File: config.mk
export PLATFORM = sky130hd
export DESIGN_NAME = circle_draw_param
export DESIGN_NICKNAME = d
export VERILOG_FILES = /design/src/rtl/circle_pkg.sv /design/src/rtl/span_walker.sv /design/src/rtl/circle_draw_param.sv
export SDC_FILE = /design/constraint.sdc
export NUM_CORES = 1
export LEC_CHECK = 0
export ABC_AREA = 0
export ABC_CLOCK_PERIOD_IN_PS = 13850
export BUFFER_PORTS_ARGS = -buffer_cell sky130_fd_sc_hd__buf_2
export CAP_MARGIN = 25
export CELL_PAD_IN_SITES_DETAIL_PLACEMENT = 1
export CELL_PAD_IN_SITES_GLOBAL_PLACEMENT = 1
export CORE_MARGIN = 2
export CORE_UTILIZATION = 40
export DETAILED_ROUTE_END_ITERATION = 7
export HOLD_SLACK_MARGIN = 0.1
export PLACE_DENSITY = 0.75
export SYNTH_ARGS = -nofsm -noshare
export SYNTH_HDL_FRONTEND = slang
export SYNTH_SLANG_ARGS = --single-unit
File: constraint.sdc
create_clock -name clk -period 13.85 [get_ports clk]
set_input_delay 1.385 -clock clk [delete_from_list [all_inputs] [get_ports clk]]
set_output_delay 1.385 -clock clk [all_outputs]
set_load 0.01 [all_outputs]
File: src/rtl/circle_pkg.sv
// Shared types and width helpers for the parametrised circle plotter.
// Exports: state_e (FSM states), MODE_OUTLINE/MODE_FILL, and width
//          functions for coordinates, radius offsets and the crit term.
package circle_pkg;

   // The per-step update is folded into the last pixel cycle of each step,
   // so no separate step state exists.
   typedef enum logic [1:0] {
      ST_IDLE,
      ST_OCT,
      ST_SPAN,
      ST_DONE
   } state_e;

   localparam logic MODE_OUTLINE = 1'b0;
   localparam logic MODE_FILL    = 1'b1;

   // Signed coordinate width: two bits above the widest operand, so that
   // centre +/- radius can neither wrap nor lose its sign.
   function automatic int coord_w(input int xw, input int yw, input int rw);
      int m;
      m = (xw > yw) ? xw : yw;
      if (rw > m) m = rw;
      return m + 2;
   endfunction

   // Signed width of the ox/oy offsets (ox reaches -1 on the final step).
   function automatic int ofs_w(input int rw);
      return rw + 2;
   endfunction

   // Signed width of the midpoint decision variable.
   function automatic int crit_w(input int rw);
      return rw + 3;
   endfunction

endpackage

File: src/rtl/span_walker.sv
// Horizontal span walker: loads x0/x1/y, presents one x per cycle.
// Ports: load_i (takes x0_i/x1_i/y_i), adv_i (x+1), x_o/y_o current pixel,
//        last_o high while x_o == x1. Latency: x0 visible the cycle after load_i.
module span_walker #(
   parameter int W = 10
) (
   input  logic                clk,
   input  logic                rst_n,
   input  logic                load_i,
   input  logic                adv_i,
   input  logic signed [W-1:0] x0_i,
   input  logic signed [W-1:0] x1_i,
   input  logic signed [W-1:0] y_i,
   output logic signed [W-1:0] x_o,
   output logic signed [W-1:0] y_o,
   output logic                last_o
);

   logic signed [W-1:0] x_q, x_d, x1_q, x1_d, y_q, y_d;

   always_comb begin
      x_d  = x_q;
      x1_d = x1_q;
      y_d  = y_q;
      if (load_i) begin
         x_d  = x0_i;
         x1_d = x1_i;
         y_d  = y_i;
      end else if (adv_i) begin
         x_d = x_q + W'(1);
      end
   end

   always_ff @(posedge clk or negedge rst_n) begin
      if (!rst_n) begin
         x_q  <= '0;
         x1_q <= '0;
         y_q  <= '0;
      end else begin
         x_q  <= x_d;
         x1_q <= x1_d;
         y_q  <= y_d;
      end
   end

   assign x_o    = x_q;
   assign y_o    = y_q;
   assign last_o = (x_q == x1_q);

endmodule

File: src/rtl/circle_draw_param.sv
// Midpoint circle / filled-disc plotter with clipping and registered VGA outputs.
// Ports: start (level, held until done), fill/colour/centre/radius latched at start;
//        vga_* registered, first pixel one cycle after start is accepted; done held while start.
module circle_draw_param
   import circle_pkg::*;
#(
   parameter int SCR_W = 160,
   parameter int SCR_H = 120,
   parameter int X_W   = 8,
   parameter int Y_W   = 7,
   parameter int R_W   = 8,
   parameter int COL_W = 3
) (
   input  logic             clk,
   input  logic             rst_n,
   input  logic             start,
   input  logic             fill,
   input  logic [COL_W-1:0] colour,
   input  logic [X_W-1:0]   centre_x,
   input  logic [Y_W-1:0]   centre_y,
   input  logic [R_W-1:0]   radius,
   output logic             done,
   output logic [X_W-1:0]   vga_x,
   output logic [Y_W-1:0]   vga_y,
   output logic [COL_W-1:0] vga_colour,
   output logic             vga_plot
);

   localparam int CW  = coord_w(X_W, Y_W, R_W);
   localparam int OW  = ofs_w(R_W);
   localparam int CRW = crit_w(R_W);
   localparam logic signed [CW-1:0] SCR_W_S = CW'(SCR_W);
   localparam logic signed [CW-1:0] SCR_H_S = CW'(SCR_H);

   state_e                  state_q, state_d;
   logic [2:0]              sub_q, sub_d;
   logic signed [OW-1:0]    ox_q, ox_d, oy_q, oy_d, ox_n, oy_n;
   logic signed [CRW-1:0]   crit_q, crit_d, crit_n;
   logic [X_W-1:0]          cx_q, cx_d;
   logic [Y_W-1:0]          cy_q, cy_d;
   logic [COL_W-1:0]        colour_q, colour_d;

   logic                    active, step_end, span_load, span_adv, span_last;
   logic                    crit_le0, on_scr, done_d;
   logic signed [CW-1:0]    cxs, cys, oxs, oys, oct_x, oct_y, pix_x, pix_y;
   logic signed [CW-1:0]    span_x, span_y;
   logic signed [CW-1:0]    nxs, nys, noxs, noys, ld_x0, ld_x1, ld_y;

   logic                    done_q, vga_plot_q;
   logic [X_W-1:0]          vga_x_q;
   logic [Y_W-1:0]          vga_y_q;
   logic [COL_W-1:0]        vga_colour_q;

   assign cxs = signed'(CW'(cx_q));
   assign cys = signed'(CW'(cy_q));
   assign oxs = CW'(ox_q);
   assign oys = CW'(oy_q);

   // Midpoint step, applied on the last pixel cycle of every step.
   assign crit_le0 = crit_q[CRW-1] || (crit_q == '0);
   assign oy_n     = oy_q + OW'(1);
   assign ox_n     = crit_le0 ? ox_q : ox_q - OW'(1);
   assign crit_n   = crit_le0 ? crit_q + CRW'(oy_n) + CRW'(oy_n) + CRW'(1)
                              : crit_q + CRW'(oy_n) + CRW'(oy_n)
                                       - CRW'(ox_n) - CRW'(ox_n) + CRW'(1);

   // Octant mux for outline mode.
   always_comb begin
      oct_x = cxs + oxs;
      oct_y = cys + oys;
      unique case (sub_q)
         3'd0: begin oct_x = cxs + oxs; oct_y = cys + oys; end
         3'd1: begin oct_x = cxs + oys; oct_y = cys + oxs; end
         3'd2: begin oct_x = cxs - oys; oct_y = cys + oxs; end
         3'd3: begin oct_x = cxs - oxs; oct_y = cys + oys; end
         3'd4: begin oct_x = cxs - oxs; oct_y = cys - oys; end
         3'd5: begin oct_x = cxs - oys; oct_y = cys - oxs; end
         3'd6: begin oct_x = cxs + oys; oct_y = cys - oxs; end
         3'd7: begin oct_x = cxs + oxs; oct_y = cys - oys; end
         default: ;
      endcase
   end

   always_comb begin
      state_d   = state_q;
      sub_d     = sub_q;
      ox_d      = ox_q;
      oy_d      = oy_q;
      crit_d    = crit_q;
      cx_d      = cx_q;
      cy_d      = cy_q;
      colour_d  = colour_q;
      pix_x     = '0;
      pix_y     = '0;
      active    = 1'b0;
      step_end  = 1'b0;
      span_load = 1'b0;
      span_adv  = 1'b0;
      done_d    = 1'b0;
      unique case (state_q)
         ST_IDLE: begin
            if (start) begin
               cx_d     = centre_x;
               cy_d     = centre_y;
               colour_d = colour;
               ox_d     = signed'(OW'(radius));
               oy_d     = '0;
               crit_d   = CRW'(1) - signed'(CRW'(radius));
               sub_d    = '0;
               if (fill == MODE_FILL) begin
                  state_d   = ST_SPAN;
                  span_load = 1'b1;
               end else begin
                  state_d = ST_OCT;
               end
            end
         end
         ST_OCT: begin
            if (!start) begin
               state_d = ST_IDLE;
            end else begin
               active = 1'b1;
               pix_x  = oct_x;
               pix_y  = oct_y;
               if (sub_q == 3'd7) step_end = 1'b1;
               else               sub_d    = sub_q + 3'd1;
            end
         end
         ST_SPAN: begin
            if (!start) begin
               state_d = ST_IDLE;
            end else begin
               active = 1'b1;
               pix_x  = span_x;
               pix_y  = span_y;
               if (span_last) begin
                  span_load = 1'b1;
                  if (sub_q == 3'd3) step_end = 1'b1;
                  else               sub_d    = sub_q + 3'd1;
               end else begin
                  span_adv = 1'b1;
               end
            end
         end
         ST_DONE: begin
            if (start) done_d  = 1'b1;
            else       state_d = ST_IDLE;
         end
         default: state_d = ST_IDLE;
      endcase
      if (step_end) begin
         oy_d   = oy_n;
         ox_d   = ox_n;
         crit_d = crit_n;
         sub_d  = '0;
         if (oy_n > ox_n) state_d = ST_DONE;
      end
   end

   // The walker is always loaded with the span selected by the *next*
   // register values, so the first pixel of each span is ready on time
   // even across a step boundary.
   assign nxs  = signed'(CW'(cx_d));
   assign nys  = signed'(CW'(cy_d));
   assign noxs = CW'(ox_d);
   assign noys = CW'(oy_d);

   always_comb begin
      ld_x0 = nxs - noxs;
      ld_x1 = nxs + noxs;
      ld_y  = nys + noys;
      unique case (sub_d[1:0])
         2'd0: begin ld_x0 = nxs - noxs; ld_x1 = nxs + noxs; ld_y = nys + noys; end
         2'd1: begin ld_x0 = nxs - noxs; ld_x1 = nxs + noxs; ld_y = nys - noys; end
         2'd2: begin ld_x0 = nxs - noys; ld_x1 = nxs + noys; ld_y = nys + noxs; end
         2'd3: begin ld_x0 = nxs - noys; ld_x1 = nxs + noys; ld_y = nys - noxs; end
         default: ;
      endcase
   end

   span_walker #(.W(CW)) u_span (
      .clk    (clk),
      .rst_n  (rst_n),
      .load_i (span_load),
      .adv_i  (span_adv),
      .x0_i   (ld_x0),
      .x1_i   (ld_x1),
      .y_i    (ld_y),
      .x_o    (span_x),
      .y_o    (span_y),
      .last_o (span_last)
   );

   assign on_scr = !pix_x[CW-1] && (pix_x < SCR_W_S) &&
                   !pix_y[CW-1] && (pix_y < SCR_H_S);

   always_ff @(posedge clk or negedge rst_n) begin
      if (!rst_n) begin
         state_q      <= ST_IDLE;
         sub_q        <= '0;
         ox_q         <= '0;
         oy_q         <= '0;
         crit_q       <= '0;
         cx_q         <= '0;
         cy_q         <= '0;
         colour_q     <= '0;
         done_q       <= 1'b0;
         vga_plot_q   <= 1'b0;
         vga_x_q      <= '0;
         vga_y_q      <= '0;
         vga_colour_q <= '0;
      end else begin
         state_q    <= state_d;
         sub_q      <= sub_d;
         ox_q       <= ox_d;
         oy_q       <= oy_d;
         crit_q     <= crit_d;
         cx_q       <= cx_d;
         cy_q       <= cy_d;
         colour_q   <= colour_d;
         done_q     <= done_d;
         vga_plot_q <= active && on_scr;
         // Off-screen pixels still present their wrapped low bits.
         if (active) begin
            vga_x_q <= pix_x[X_W-1:0];
            vga_y_q <= pix_y[Y_W-1:0];
         end
         if (active && on_scr) vga_colour_q <= colour_q;
      end
   end

   assign done       = done_q;
   assign vga_plot   = vga_plot_q;
   assign vga_x      = vga_x_q;
   assign vga_y      = vga_y_q;
   assign vga_colour = vga_colour_q;

endmodule
### After elaboration in Yosys (flattened, before gate mapping)

Cells that the tools add are included.

| word-level totals | value |
|---|---|
| flip-flop bits (word level) | 104 |
| input port bits | 30 |
| output and inout port bits | 20 |
| word-level logic and storage cells | 156 |

| operators by class | value |
|---|---|
| add/subtract/negate cells | 27 |
| magnitude comparators | 3 |
| eq/ne operators | 20 |
| multiplexer cells | 59 |
| reductions and logical operators | 30 |

Operators with widths:

| cell | number |
|---|---|
| two-way mux 10 bit | 13 |
| case mux 10 bit (4 select lines) | 3 |
| case mux 10 bit (2 select lines) | 4 |
| two-way mux 11 bit | 4 |
| adder 8 x 10 -> 10 bit | 4 |
| adder 9 x 10 -> 10 bit | 4 |
| subtractor 8 x 10 -> 10 bit | 4 |
| subtractor 9 x 10 -> 10 bit | 4 |
| adder 11 x 10 -> 11 bit | 2 |
| adder 11 x 2 -> 11 bit, second input constant | 2 |
| OR reduction 2 bit | 11 |
| subtractor 11 x 10 -> 11 bit | 2 |
| two-way mux 3 bit | 7 |
| adder 10 x 2 -> 10 bit, second input constant | 2 |
| != test 3 bit, second input constant | 6 |
| two-way mux 8 bit | 2 |
| two-way mux 1 bit | 15 |
| two-way mux 7 bit | 2 |
| == test 3 bit, second input constant | 4 |
| logical NOT 11 bit | 1 |
| == test 10 bit | 1 |
| > comparator 10 bit | 1 |
| < comparator 10 x 8 -> 1 bit, second input constant | 1 |
| < comparator 10 x 9 -> 1 bit, second input constant | 1 |
| other kinds (21) | 39 |

### Logic depth before layout (Yosys ltp)

Gate-level depths: netlist (run 1).

| depth | value |
|---|---|
| depth after elaboration | 10 |
| depth in mapped cells | 29 |
| depth with buffers taken out | 25 |

### Hierarchy

Synthesis (run 1) repeated with hierarchy kept, for this count alone.

| unflattened totals | value |
|---|---|
| cells, all modules | 1,184 |
| area total of the unflattened synthesis | 10,020.9 um^2 |

Modules (own cells, without submodules):

| module | times used | cells each | area an instance (um^2) | sequential area each (um^2) |
|---|---|---|---|---|
| circle_draw_param | 1 | 1,067 | 8,605.8 | 1,851.8 |
| span_walker | 1 | 117 | 1,415.1 | 750.7 |

### Least setup slack after synthesis (run 1)

Ideal clock, no wire load.

| timing | value |
|---|---|
| kind | in2reg |
| start | in start |
| end | reg u_span.y_q[9], in the netlist u_span.y_o[9] |
| data arrival time | 5.678 ns |
| path slack | 8.103 ns |
| cell stages on the path | 24 |
| cells stage by stage | buf_2 nand4b_1 nand2_1 buf_2 clkbuf_1 clkbuf_1 nand3_1 o221ai_1 inv_1 ha_1 nor3_1 o21ai_0 nand2_1 a221oi_1 ha_1 o21ai_0 a21boi_0 o21ai_0 a21boi_0 o21a_1 nor2_1 or3_1 or4_1 nand3_1 |

| on the way | value |
|---|---|
| cells in the longest elaborated chain, start to end | 5 |
| elaborated cells on any way between the ends | 28 |
| classes of those cells | add/sub (4); eq/ne (3); mux (20); reduce/logical (1) |

RTL lines:

| item | RTL line | source |
|---|---|---|
| from (decl) | circle_draw_param.sv:16 | `input logic start,` |
| two-way mux 1 bit (tied with other cells) | circle_draw_param.sv:130 | `if (!start) begin` |
| case mux 1 bit (2 select lines) / two-way mux 10 bit (equally long branches) | circle_draw_param.sv:100 | `unique case (state_q)` |
| two-way mux 10 bit (*) | circle_draw_param.sv:151 | `if (step_end) begin` |
| via noxs[0] | circle_draw_param.sv:47 | `logic signed [CW-1:0] nxs, nys, noxs, noys, ld_x0, ld_x1, ld_y;` |
| subtractor 8 x 10 -> 10 bit / adder 8 x 10 -> 10 bit (equally long branches) | circle_draw_param.sv:176, circle_draw_param.sv:175 |  |
| case mux 10 bit (4 select lines) (*) | circle_draw_param.sv:172 | `unique case (sub_d[1:0])` |
| to (signal assigned) | span_walker.sv:42 | `y_q <= y_d;` |
| to (decl) | span_walker.sv:19 | `logic signed [W-1:0] x_q, x_d, x1_q, x1_d, y_q, y_d;` |

The timed path passes the listed nets; every way through them passes the cells marked *. The select of a mux whose other input is x is not followed.
A chain may end at the register's enable or synchronous reset.

### Worst setup path in the final report (run 1)

| timing | value |
|---|---|
| start | in start |
| end | reg u_span.y_q[9], in the netlist u_span.y_o[9] |

| on the way | value |
|---|---|
| cells in the longest elaborated chain, start to end | 5 |
| elaborated cells on any way between the ends | 28 |
| classes of those cells | add/sub (4); eq/ne (3); mux (20); reduce/logical (1) |

RTL lines:

| item | RTL line | source |
|---|---|---|
| two-way mux 1 bit (tied with other cells) | circle_draw_param.sv:130 |  |
| case mux 1 bit (2 select lines) (tied with other cells) | circle_draw_param.sv:100 |  |
| two-way mux 10 bit / two-way mux 3 bit (equally long branches) | circle_draw_param.sv:151 |  |
| subtractor 8 x 10 -> 10 bit (tied with other cells) | circle_draw_param.sv:176 | `2'd3: begin ld_x0 = nxs - noys; ld_x1 = nxs + noys; ld_y = nys - noxs; end` |
| case mux 10 bit (4 select lines) | circle_draw_param.sv:172 |  |

Parallel ways exist; a longest one is shown, timed or not. The select of a mux whose other input is x is not followed.

==> metrics, run 1 <==
# nets final=1477; via count=10230; TritonCTS clock tree=done; CTS sink count=104; most numerous cell on the critical path=nor2_1; reg2reg setup slack=7.46 ns; Worst EP required=14.16 ns; commonest non-fill, non-tap cell in the layout=nand2_1; post-synth cell types=95; CP endpoint kind=flip-flop; Hold EP=vga_x[5]$_DFFE_PN0P_; commonest non-fill, non-tap cells in the layout=190 x nand2_1, 113 x nor2_1, 104 x dfrtp_1, 97 x ha_1, 91 x o21ai_0; Power, Total=3196 uW; vias per cell=6.075; routed length per instance=22.62 microns; Synth Register Bits=104; pin count of the biggest net entering global routing=63; TritonCTS Buffers=9; Bufs on Longest Clock Path=2; FP Rows=59; critical path's largest stage delay=0.74 ns; Die Area=27710 sq um; num ports=50; final hold vios=0; Final Cycle Share=48.62%; ANT nets after route=0; Fill cells=3228; Hold Path Stages=2; Die Wd=166.5 microns; Reg-to-Reg End=u_span.y_o[9]$_DFFE_PN0P_; headroom to the max-slew limit=26.02%; Remaining DRCs=0; Tot GR Track Use=27.54%; Layout area overhead=6.649%; Crit path buffers/inverters=2; CP Max Fanout=31; # H-tree levels=3; Cells after Synth=1355; chip height=166.5 microns; first-pass GRT wire length=60010 microns; Crit Reg-Reg Startpoint=state_q[0]$_DFF_PN0_; CTS clk-pin slew, worst paths=0.09 ns; DRT Pass-1 Iters=5; vias in the first global route=10440; Slew Viols, Final=0; HPWL Detailed=29570 microns; slowest CP cell=nand2_1; Post-CTS Setup Bufs=0; worst min path class=flip-flop to flip-flop; final worst slack=7.116 ns; status=completed; Critical Path Start Type=primary input; FF-to-FF path depth=22; RSZ-0062 raised after global routing=no; Max Cap Violations=0; hold buffer count at CTS=0; largest delay contributor family on the critical path=simple AND/OR/NAND/NOR gates; crit path kind=primary input to flip-flop; CP startpoint=start; Placer Congestion=0.9212; sum of negative setup slack=0 ns; initial antenna violation count=0; Data arrival, critical path=7.05 ns; yosys warns=0; Netlist Area Pre-Place=10560 sq um; crit-path cells=buf_2 > nand2_1 > nor2_1 > and4_4 > nor2_4 > o31ai_4 > inv_1 > nor2_1 > a211oi_1 > nor2_1 > ha_1 > nor2b_1 > o21ai_0 > a21boi_0 > o21ai_0 > a21boi_0 > o21a_1 > nor2_1 > or3_1 > or4_1 > nand3_1; Pleak=0.005041 uW; Final min period=6.734 ns; Post-synth top flop=dfrtp_1; Clock Latency Late Sink=0.37 ns; Worst Tran Pin Value=1.096 ns; ys async rst share=100.0%; EDFF count, synth=0; Place WS=6.771 ns; worst hold start=vga_x[5]$_DFFE_PN0P_; maximum vdd ir drop=0.1066 mV; drt total wl=38070 microns; # diodes=0; port buffer count=49; initial core utilization=40.62%; Syn Area/Cell=7.791 sq um; Max Fclk=148.5 MHz; layout cells sized above 1=8.605%; Seq/Total Area, Yosys=24.65%; gr ovfl total=0; Clock Skews=0.01250 ns; CTS Root Buffer Type=clkbuf_16; syn_nets=1489; post_cts resized=0; Starting DRT DRC Count=977; Core Region=25980 sq um; Pwr Density=283.9 nW/um^2; final setup fails=0
==> per-layer routing <==
layer  share of wire (%)  vias to the layer above  GRT usage, %  wire [microns]
met2                  45                      284         43.64           17150
li1                    -                     4799             -               -
met3                 5.4                       63         3.303            2048
met4                 2.8                        0         8.958            1083
met5                   0                        -             0               0
met1                  47                     5079         39.16           17790
==> report_power, final <==
| part | leakage, uW | switching [uW] | internal, uW | total (uW) |
|---|---|---|---|---|
| clock | 0.000143 | 147 | 128 | 275 |
| sequential | 0.00130 | 172 | 422 | 595 |
| combinational | 0.00359 | 1440 | 889 | 2330 |
| total | 0.00504 | 1760 | 1440 | 3200 |
==> synth_stat cells, types with 13 or more instances <==
cell type	instances	area share (%)
dfrtp_1	104	25
clkbuf_1	54	1.9
nor2b_1	13	0.77
ha_1	97	11
mux2i_1	13	1.2
nand4_1	13	0.77
a21o_1	25	1.8
a21oi_1	89	4.2
a22oi_1	20	1.4
o211ai_1	17	1.2
xnor2_1	66	5.5
nand2b_1	14	0.83
nand2_1	191	6.8
nor2_1	113	4.0
nor3_1	31	1.5
a31oi_1	21	1.2
inv_1	75	2.7
o21ai_0	91	4.3
o21bai_1	17	1.2
xor2_1	22	1.8
nand3_1	27	1.3
==> cells by family (layout without fill, tap and decap cells) <==
kind of cell / after synthesis / after routing / synth area share (%)
adder cells (fa/ha/maj): 104 / 104 / 12.82
multiplexers: 19 / 19 / 2.015
buffers and inverters: 158 / 151 / 5.926
XOR/XNOR: 89 / 89 / 7.455
AND/OR/NAND/NOR: 486 / 486 / 22.29
AO/OA/AOI/OAI: 395 / 395 / 24.83
flip-flops: 104 / 104 / 24.65
==> flip-flops by register name, summed over array words and instances (netlist names), 7 cells and up <==
| signal | flops |
|---|---|
| oy_q | 10 |
| u_span.x1_q | 10 |
| vga_x | 8 |
| u_span.x_o | 10 |
| cx_q | 8 |
| vga_y | 7 |
| crit_q | 11 |
| cy_q | 7 |
| ox_q | 10 |
| u_span.y_o | 10 |
==> metrics by stage <==
stage                     util [%]  area [sq um]  cells  hold slack [ns]
after global routing         43.33         11260   1683           0.5302
final                        43.33         11260   1683           0.4798
after detailed placement     42.20         10970   1667           0.4688
after CTS                    43.33         11260   1683           0.4887
after floorplan                  -         10560   1355           0.4414
after global placement       42.20         10970   1667           0.4618
==> tightest hold or removal path, stage by stage (launching register included) <==
cell and delay [ns]:
dfrtp_1 0.35, nand2_1 0.04, o21ai_0 0.06
==> how the worst max path moves through the flow <==
stage	slack [ns]	cells past startpoint	end
final	7.12	21	u_span.y_o[9]$_DFFE_PN0P_
after global routing	6.47	21	u_span.y_o[9]$_DFFE_PN0P_
after CTS	7.14	21	u_span.y_o[9]$_DFFE_PN0P_
after detailed placement	6.77	21	u_span.y_o[9]$_DFFE_PN0P_
after global placement	6.96	21	u_span.y_o[9]$_DFFE_PN0P_
after floorplan	8.10	24	u_span.y_o[9]$_DFFE_PN0P_
==> final cells by class <==
class                           instances  area (sq um)  area share, %
Timing Repair Buffer                   58         315.3          2.801
Multi-Input combinational cell       1093          7338          65.18
Inverter                               77         291.5          2.589
Tap cell                              335         419.2          3.723
Clock inverter                          6         62.56         0.5557
Sequential cell                       104          2603          23.12
Clock buffer                           10         229.0          2.034
(Power assumes the default switching activity.)
==> inputs of run 2 (changes only) <==
--- a/config.mk
+++ b/config.mk
@@ -6,7 +6,7 @@
 export NUM_CORES = 1
 export LEC_CHECK = 0
 export ABC_AREA = 0
-export ABC_CLOCK_PERIOD_IN_PS = 13850
+export ABC_CLOCK_PERIOD_IN_PS = 6200
 export BUFFER_PORTS_ARGS = -buffer_cell sky130_fd_sc_hd__buf_2
 export CAP_MARGIN = 25
 export CELL_PAD_IN_SITES_DETAIL_PLACEMENT = 1
==> constraint.sdc (replaced) <==
create_clock -name clk -period 6.2 [get_ports clk]
set_input_delay 0.62 -clock clk [delete_from_list [all_inputs] [get_ports clk]]
set_output_delay 0.62 -clock clk [all_outputs]
set_load 0.01 [all_outputs]
==> metrics, run 2 (same netlist as run 1, synthesis figures left out) <==
status=completed; pin count of the biggest net entering global routing=62; Remaining DRCs=0; hold buffer count at CTS=0; combinational share of power=73.0%; Crit Reg-Reg Startpoint=sub_q[0]$_DFF_PN0_; Max Fclk=178.0 MHz; Crit path buffers/inverters=1; Clock Skews=0.01192 ns; crit path kind=flip-flop to flip-flop; chip height=166.5 microns; Worst Tran Pin Value=1.024 ns; # H-tree levels=3; DRT Pass-1 Iters=5; Reg area=2603 sq um; critical path's largest stage delay=0.48 ns; commonest non-fill, non-tap cell in the layout=nand2_1; Reg with most FFs=crit_q; Layout area overhead=7.953%; Tot GR Track Use=27.78%; maximum vdd ir drop=0.3160 mV; port buffer count=49; Data arrival, critical path=5.92 ns; commonest non-fill, non-tap cells in the layout=190 x nand2_1, 113 x nor2_1, 104 x dfrtp_1, 97 x ha_1, 91 x o21ai_0; Final min period=5.617 ns; vias per cell=6.063; HPWL Detailed=29950 microns; CP Max Fanout=28; Starting DRT DRC Count=910; CTS sink count=104; TritonCTS clock tree=done; headroom to the max-slew limit=29.96%; final hold vios=0; Die Area=27710 sq um; final setup fails=0; Place WS=0.6763 ns; Clk pwr share=8.6%; Post-CTS Setup Bufs=0; ANT nets after route=0; Switching Fraction=54.36%; routed length per instance=22.51 microns; via count=10310; Internal=3285 uW; largest delay contributor family on the critical path=simple AND/OR/NAND/NOR gates; gr ovfl total=0; RSZ-0062 raised after global routing=no; Worst EP required=6.50 ns; drt total wl=38270 microns; Final Cycle Share=90.59%; Core Region=25980 sq um; num ports=50; layout cells sized above 1=9.744%; initial core utilization=40.62%; Bufs on Longest Clock Path=2; Pleak=0.005120 uW; CP endpoint kind=flip-flop; FP Rows=59; Die Wd=166.5 microns; initial antenna violation count=0; area of the multi-input gates=7338 sq um; TritonCTS Buffers=9; P_sw=3912 uW; CTS clk-pin slew, worst paths=0.08 ns; Slew Viols, Final=0; CTS Root Buffer Type=clkbuf_16; Pwr Density=631.5 nW/um^2; post_cts resized=0; Fill cells=3202; # nets final=1495; Critical Path Start Type=flip-flop; worst min path class=primary input to asynchronous set/reset pin; crit-path cells=ha_1 > ha_1 > nand2b_4 > mux2_4 > a221o_1 > a311oi_2 > nand3b_4 > inv_4 > nor3_1 > o21ai_0 > nand2_1 > a221oi_1 > ha_1 > o21ai_0 > a21boi_0 > o21ai_0 > a21boi_0 > o21a_1 > nor2_1 > or3_1 > or4_1 > nand3_1; sum of negative setup slack=0 ns; # diodes=0; number of flip-flops under the largest register name=11; Flop pwr share=18.5%; FF-to-FF path depth=22; Max Cap Violations=0; first-pass GRT wire length=60400 microns; slowest CP cell=or4_1; vias in the first global route=10520; Clock Latency Late Sink=0.37 ns; final worst slack=0.5833 ns; reg2reg setup slack=0.58 ns; Reg-to-Reg End=u_span.y_o[9]$_DFFE_PN0P_; Placer Congestion=0.9390
run 2: metrics by stage:
stage	utilization [%]	hold slack [ns]	std cells	area, sq um	total power (uW)
3_5_place_dp	42.72	0.4642	1685	11100	6493
4_1_cts	43.86	0.4210	1700	11400	7149
2_1_floorplan	-	0.3244	1355	10560	4908
6_report	43.86	0.3748	1700	11400	7197
5_1_grt	43.86	0.4560	1700	11400	7819
3_3_place_gp	42.72	0.4579	1685	11100	6292
run 2: final cells by class:
| class | instances | share of cell area, % |
|---|---|---|
| Multi-Input combinational cell | 1093 | 64.39 |
| Sequential cell | 104 | 22.84 |
| Timing Repair Buffer | 76 | 3.953 |
| Tap cell | 335 | 3.678 |
| Inverter | 77 | 2.558 |
| Clock buffer | 10 | 2.009 |
| Clock inverter | 5 | 0.5709 |
run 2: worst max-delay path by stage:
stage	slack, ns	to	cells past startpoint	start
floorplan	0.98	u_span.y_o[9]$_DFFE_PN0P_	28	sub_q[2]$_DFFE_PN0P_
CTS	0.63	u_span.y_o[9]$_DFFE_PN0P_	22	sub_q[0]$_DFF_PN0_
finish	0.58	u_span.y_o[9]$_DFFE_PN0P_	22	sub_q[0]$_DFF_PN0_
global route	0.11	u_span.y_o[9]$_DFFE_PN0P_	22	sub_q[0]$_DFF_PN0_
global placement	0.81	u_span.y_o[9]$_DFFE_PN0P_	22	sub_q[0]$_DFF_PN0_
detailed placement	0.68	u_span.y_o[9]$_DFFE_PN0P_	22	sub_q[0]$_DFF_PN0_
run 2: routing by layer:
metal	share of wire, %	global-route usage, %	up-vias
met5	0	0	-
met4	3.5	10.57	0
met3	7.0	4.349	62
met2	44	43.42	322
met1	46	38.74	5080
li1	-	-	4843
run 2: power groups by stage:
stage,clock (uW),sequential (uW),combinational [uW]
global route,645,1360,5810
detailed placement,0,1330,5170
global placement,0,1310,4980
floorplan,0,1140,3770
CTS,626,1310,5210
finish,616,1330,5250
